File: config.mk
export PLATFORM = sky130hd
export DESIGN_NAME = ntt_bf_feeder
export DESIGN_NICKNAME = d
export VERILOG_FILES = /design/src/rtl/ntt_bf_feeder.sv
export SDC_FILE = /design/constraint.sdc
export NUM_CORES = 1
export LEC_CHECK = 0
export ABC_CLOCK_PERIOD_IN_PS = 4900
export BUFFER_PORTS_ARGS = -buffer_cell sky130_fd_sc_hd__buf_2
export CAP_MARGIN = 20
export CELL_PAD_IN_SITES_DETAIL_PLACEMENT = 0
export CELL_PAD_IN_SITES_GLOBAL_PLACEMENT = 2
export CORE_AREA = 2 2 141 143
export DETAILED_ROUTE_END_ITERATION = 10
export DIE_AREA = 0 0 143 145
export GPL_TIMING_DRIVEN = 1
export PLACE_DENSITY_LB_ADDON = 0.1
export SYNTH_ARGS = -nofsm -noshare
export SYNTH_HDL_FRONTEND = slang
export SYNTH_SLANG_ARGS = --single-unit
File: constraint.sdc
create_clock -name clk -period 4.9 [get_ports clk]
set_clock_uncertainty 0.2 [all_clocks]
set_input_delay 0 -clock clk [delete_from_list [all_inputs] [get_ports clk]]
set_output_delay 0 -clock clk [all_outputs]
set_load 0.02 [all_outputs]
File: src/rtl/ntt_bf_feeder.sv
// ntt_bf_feeder: stage-by-stage read/write-back scheduler for a single NTT butterfly PE.
// Issues one (u,v) address pair per cycle for every stage, then drains the PE pipeline
// before the next stage so no stage reads a coefficient whose update is still in flight.
module ntt_bf_feeder #(
  parameter int data_width = 12,
  parameter int LOGN       = 8,
  parameter int NUM_STAGES = 7,
  parameter int PE_LAT_FWD = 5,
  parameter int PE_LAT_INV = 6
) (
  input  logic                  clk,
  input  logic                  rst,
  input  logic                  start,
  input  logic                  mode,
  output logic                  busy,
  output logic                  done,
  output logic                  rd_en,
  output logic [LOGN-1:0]       rd_addr_u,
  output logic [LOGN-1:0]       rd_addr_v,
  input  logic [data_width-1:0] rd_data_u,
  input  logic [data_width-1:0] rd_data_v,
  output logic [data_width-1:0] u,
  output logic [data_width-1:0] v,
  output logic                  sel,
  output logic                  wr_en,
  output logic [LOGN-1:0]       wr_addr_u,
  output logic [LOGN-1:0]       wr_addr_v,
  output logic [2:0]            stage_idx
);

  localparam int BFW      = LOGN - 1;
  localparam int HALF     = 1 << BFW;
  localparam int DL_DEPTH = 1 + ((PE_LAT_INV > PE_LAT_FWD) ? PE_LAT_INV : PE_LAT_FWD);
  localparam logic [BFW-1:0]  BF_LAST    = BFW'(HALF - 1);
  localparam logic [2:0]      STAGE_LAST = 3'(NUM_STAGES - 1);
  localparam logic [LOGN-1:0] ONE        = LOGN'(1);

  typedef enum logic [1:0] {
    ST_IDLE,
    ST_ISSUE,
    ST_DRAIN,
    ST_FINISH
  } state_t;

  state_t          state_q, state_d;
  logic [BFW-1:0]  bf_q, bf_d;
  logic [2:0]      stage_q, stage_d;
  logic            sel_q, sel_d;
  logic            busy_q, busy_d;
  logic            done_q, done_d;
  logic            rd_en_q, rd_en_d;
  logic            rd_vld_q, rd_vld_d;
  logic [LOGN-1:0] rd_addr_u_q, rd_addr_u_d;
  logic [LOGN-1:0] rd_addr_v_q, rd_addr_v_d;

  logic            dl_valid_q  [DL_DEPTH];
  logic            dl_valid_d  [DL_DEPTH];
  logic [LOGN-1:0] dl_addr_u_q [DL_DEPTH];
  logic [LOGN-1:0] dl_addr_u_d [DL_DEPTH];
  logic [LOGN-1:0] dl_addr_v_q [DL_DEPTH];
  logic [LOGN-1:0] dl_addr_v_d [DL_DEPTH];

  logic            dl_empty;
  logic [3:0]      shift_l;
  logic [LOGN-1:0] len;
  logic [LOGN-1:0] bf_ext;
  logic [LOGN-1:0] addr_hi;
  logic [LOGN-1:0] addr_lo;

  // Next-state, butterfly addressing and write-back delay line; outputs are registered from the next state.
  always_comb begin
    state_d = state_q;
    bf_d    = bf_q;
    stage_d = stage_q;
    sel_d   = sel_q;

    dl_empty = 1'b1;
    for (int i = 0; i < DL_DEPTH; i++) begin
      if (dl_valid_q[i] && (i <= (sel_q ? PE_LAT_INV : PE_LAT_FWD))) begin
        dl_empty = 1'b0;
      end
    end

    case (state_q)
      ST_IDLE: begin
        if (start) begin
          state_d = ST_ISSUE;
          bf_d    = '0;
          stage_d = '0;
          sel_d   = mode;
        end
      end
      ST_ISSUE: begin
        if (bf_q == BF_LAST) begin
          state_d = ST_DRAIN;
        end else begin
          bf_d = bf_q + 1'b1;
        end
      end
      ST_DRAIN: begin
        if (dl_empty) begin
          if (stage_q == STAGE_LAST) begin
            state_d = ST_FINISH;
          end else begin
            state_d = ST_ISSUE;
            stage_d = stage_q + 1'b1;
            bf_d    = '0;
          end
        end
      end
      ST_FINISH: begin
        state_d = ST_IDLE;
      end
      default: begin
        state_d = ST_IDLE;
      end
    endcase

    rd_en_d  = (state_d == ST_ISSUE);
    busy_d   = (state_d == ST_ISSUE) || (state_d == ST_DRAIN);
    done_d   = (state_d == ST_FINISH);
    rd_vld_d = rd_en_q;

    if (sel_d) begin
      shift_l = 4'(stage_d) + 4'd1;
    end else begin
      shift_l = 4'(LOGN - 1) - 4'(stage_d);
    end
    len     = ONE << shift_l;
    bf_ext  = {1'b0, bf_d};
    addr_hi = (bf_ext >> shift_l) << (shift_l + 4'd1);
    addr_lo = bf_ext & (len - ONE);
    if (rd_en_d) begin
      rd_addr_u_d = addr_hi | addr_lo;
      rd_addr_v_d = (addr_hi | addr_lo) + len;
    end else begin
      rd_addr_u_d = '0;
      rd_addr_v_d = '0;
    end

    dl_valid_d[0]  = rd_en_q;
    dl_addr_u_d[0] = rd_addr_u_q;
    dl_addr_v_d[0] = rd_addr_v_q;
    for (int i = 1; i < DL_DEPTH; i++) begin
      dl_valid_d[i]  = dl_valid_q[i-1];
      dl_addr_u_d[i] = dl_addr_u_q[i-1];
      dl_addr_v_d[i] = dl_addr_v_q[i-1];
    end
  end

  // Single state register for the FSM, counters, registered outputs and delay line; reset flushes everything.
  always_ff @(posedge clk) begin
    if (!rst) begin
      state_q     <= ST_IDLE;
      bf_q        <= '0;
      stage_q     <= '0;
      sel_q       <= 1'b0;
      busy_q      <= 1'b0;
      done_q      <= 1'b0;
      rd_en_q     <= 1'b0;
      rd_vld_q    <= 1'b0;
      rd_addr_u_q <= '0;
      rd_addr_v_q <= '0;
      for (int i = 0; i < DL_DEPTH; i++) begin
        dl_valid_q[i]  <= 1'b0;
        dl_addr_u_q[i] <= '0;
        dl_addr_v_q[i] <= '0;
      end
    end else begin
      state_q     <= state_d;
      bf_q        <= bf_d;
      stage_q     <= stage_d;
      sel_q       <= sel_d;
      busy_q      <= busy_d;
      done_q      <= done_d;
      rd_en_q     <= rd_en_d;
      rd_vld_q    <= rd_vld_d;
      rd_addr_u_q <= rd_addr_u_d;
      rd_addr_v_q <= rd_addr_v_d;
      for (int i = 0; i < DL_DEPTH; i++) begin
        dl_valid_q[i]  <= dl_valid_d[i];
        dl_addr_u_q[i] <= dl_addr_u_d[i];
        dl_addr_v_q[i] <= dl_addr_v_d[i];
      end
    end
  end

  assign busy      = busy_q;
  assign done      = done_q;
  assign rd_en     = rd_en_q;
  assign rd_addr_u = rd_addr_u_q;
  assign rd_addr_v = rd_addr_v_q;
  assign sel       = sel_q;
  assign stage_idx = stage_q;
  assign u         = rd_vld_q ? rd_data_u : '0;
  assign v         = rd_vld_q ? rd_data_v : '0;
  assign wr_en     = sel_q ? dl_valid_q[PE_LAT_INV]  : dl_valid_q[PE_LAT_FWD];
  assign wr_addr_u = sel_q ? dl_addr_u_q[PE_LAT_INV] : dl_addr_u_q[PE_LAT_FWD];
  assign wr_addr_v = sel_q ? dl_addr_v_q[PE_LAT_INV] : dl_addr_v_q[PE_LAT_FWD];

endmodule

==> results.py <==
metrics = {
    "power_and_ir_drop": {
        "vdd_drop_max_uv": 234.4,
        "p_per_area_nw_per_um2": 355.6,
        "power_switching_mw": 0.7120,
        "p_clk_frac": 0.457,
        "p_total_mw": 2.799,
        "sw_frac_of_total": 0.2544,
        "p_seq_frac": 0.452,
        "cellInternalPower_mw": 2.087,
        "power_leakage_nw": 3.555,
        "combPwrFrac": 0.091,
    },
    "setup_path": {
        "path_max_fanout": 6,
        "cp_cell_sequence": "inv_1 > ha_1 > nand2_2 > nand4_1 > mux2_4 > inv_2 > ha_2 > nand2_1 > a21boi_4 > inv_4 > ha_4 > ha_4 > and3b_2 > a32o_1 > ha_2 > fa_2 > a21o_1 > or2_2 > nand3_1 > o21ai_1 > mux2_1",
        "cp_slowest_stage_delay_ps": 360,
        "crit_type": "register to register",
        "crit_path_end_kind": "register",
        "slowest_stage": "mux2_4",
        "critPathRequiredTime_ps": 5010,
        "cp.arrival_ps": 4790,
        "cp-start-kind": "register",
    },
    "grt": {
        "grt_pass1_vias": 4289,
        "grt-ovfl-total": 0,
        "grt_pass1_wl_mm": 22.27,
        "grt_max_degree": 93,
        "antenna_found_initial": 0,
        "grtUsageTotal": 0.1375,
    },
    "finish": {
        "antenna_cells": 0,
        "final_area_um2": 7870,
        "most-common-layout-cells": "159 x and2_1, 148 x dfxtp_1, 91 x buf_2, 46 x buf_4, 26 x nor2_1",
        "fin_util": 0.4097,
        "final_common_cell": "and2_1",
        "final_nets": 772,
        "area_growth_pct": 25.75,
        "drive_above_1_share": 0.3347,
        "layoutNonFillerInstCount": 1003,
    },
    "floorplanning": {
        "dieWidth_um": 143,
        "start_util": 0.3258,
        "rows": 51,
        "dieHeight_um": 145,
        "dieArea_um2": 20740,
        "ioPinCount": 92,
        "coreArea_um2": 19210,
    },
    "yosys": {
        "synth-edff-count": 0,
        "yosysTopAreaCell": "dfxtp_1",
        "ys_top_cells_by_area": "dfxtp_1 49%, and2_1 16%, ha_1 3.6%",
        "async_flop_share": 0,
        "yosys_warnings": 0,
        "avgSynthCellArea_um2": 10.26,
        "synth-seq-area-share": 0.4862,
        "synth.cell_area_um2": 6259,
        "synth_top_area_share": 0.4862,
        "synth-seq-cells": 152,
        "synth_ff_type": "dfxtp_1",
        "syn-num-nets": 657,
        "syn_inst": 610,
        "ys_types": 81,
    },
    "placement": {
        "dp_slack_ps": 28.80,
        "placed_area_um2": 7043,
        "place_congestion": 0.9436,
        "dpl.cell_count": 956,
        "port-buffer-count": 91,
        "post-dp-hpwl_mm": 10.17,
    },
    "clocking": {
        "htree_levels": 4,
        "clock_latency_ps": 410,
        "cts.clk_slew.worst_paths_ps": 70,
        "cts_tree": "done",
        "cts-root-buf": "clkbuf_16",
        "clock_path_buffers": 2,
        "numCtsBuffers": 17,
        "cts.sinks": 152,
    },
    "job": {
        "maxCapViolCount": 0,
    },
    "timing": {
        "fin_hold_ws_ps": 125.4,
        "tns_ps": 0,
        "tightest_slew_ps": 654.9,
        "finalCriticalPeriod_ps": 4680,
        "timing.final.crit_share": 0.9551,
        "slew_violations": 0,
        "slew_headroom": 0.5634,
        "finalWorstSetupSlack_ps": 220.0,
        "setup_viol": 0,
        "hold_violations": 0,
        "max_freq_mhz": 213.7,
    },
    "run_status": {
        "status": "completed",
    },
    "routing": {
        "viasPerCell": 4.426,
        "top_layer": "met4",
        "m1WireLength_mm": 6.392,
        "antenna_left": 0,
        "route.met3.wl_um": 412,
        "drtIter0Drc": 155,
        "wl_per_cell_um": 14.12,
        "met2_length_mm": 6.879,
        "vias": 4439,
        "drtPass1Iterations": 4,
        "drc_errors": 0,
        "wirelength_mm": 14.16,
    },
    "worst_hold_path": {
        "hp-class": "input pin to output port",
    },
}
==> worst paths after layout <==
check / startpoint / to / slack, ps / cells past startpoint
min: rd_data_u[3] / u[3] / 130 / 3
max reg2reg: stage_idx[0] / rd_addr_v[6] / 220 / 21
max: stage_idx[0] / rd_addr_v[6] / 220 / 21
min reg2reg: dl_addr_v_q[2][1] / dl_addr_v_q[3][1] / 230 / 1
==> cells in the mapped netlist (9+ instances only) <==
| cell type | count |
|---|---|
| clkbuf_1 | 19 |
| o21ai_0 | 10 |
| dfxtp_1 | 152 |
| a21oi_1 | 9 |
| and2_1 | 159 |
| ha_1 | 18 |
| nand2_1 | 20 |
| nor2_1 | 26 |
| nand3_1 | 9 |
| inv_1 | 9 |
| buf_4 | 16 |
| mux2_2 | 19 |
==> critical path, delay by kind of cell (launching register included) <==
family	cells	cell delay, ps
AO/OA/AOI/OAI	4	740
flip-flops	1	350
multiplexers	2	660
buffers and inverters	3	200
adder cells (fa/ha/maj)	6	1450
AND/OR/NAND/NOR	6	970
==> final cells by class <==
| cell class | instances | area (µm²) |
|---|---|---|
| fill | 1920 | 11340 |
| clock inverter | 14 | 158.9 |
| clock buffer | 18 | 429.2 |
| tap | 265 | 331.6 |
| inverter | 14 | 60.06 |
| sequential | 152 | 3050 |
| multi-input combinational | 400 | 3008 |
| timing repair buffer | 140 | 832.0 |
==> kinds of logic after synthesis <==
group / after synthesis / share of synthesized area
compound gates: 80 / 0.09816
xor+xnor: 9 / 0.01380
fa+ha+maj: 19 / 0.03919
buf+inv: 58 / 0.05558
flops: 152 / 0.4862
mux: 30 / 0.05818
simple gates: 262 / 0.2489
==> state kept, by name, indices dropped and copies added (netlist names), 2 cells and up <==
signal and flops:
rd_addr_v 8, dl_addr_u_q 56, stage_idx 3, dl_addr_v_q 56, state_q 2, dl_valid_q 7, bf_q 7, rd_addr_u 8
==> routing by layer <==
layer  vias to the layer above  GRT usage
met3                        32    0.02904
met1                      2052     0.1653
li1                       2265          -
met4                         0    0.06436
met5                         -          0
met2                        90     0.2325
==> power groups by stage <==
stage / registers, mW / clock network (mW) / logic, mW
floorplan: 1.29 / 0 / 0.165
finish: 1.26 / 1.28 / 0.256
global placement: 1.29 / 0 / 0.238
CTS: 1.26 / 1.32 / 0.236
detailed placement: 1.29 / 0 / 0.234
global route: 1.27 / 1.37 / 0.278
==> what timing repair did <==
action                                  in CTS  in global routing
hold endpoints to repair                    26                  0
endpoints found under the setup margin       0                  3
setup buffers                                0                 13
hold buffers                                 2                  0
gates resized for setup                      0                 26
No activity file was read; power rests on OpenSTA's default activity.
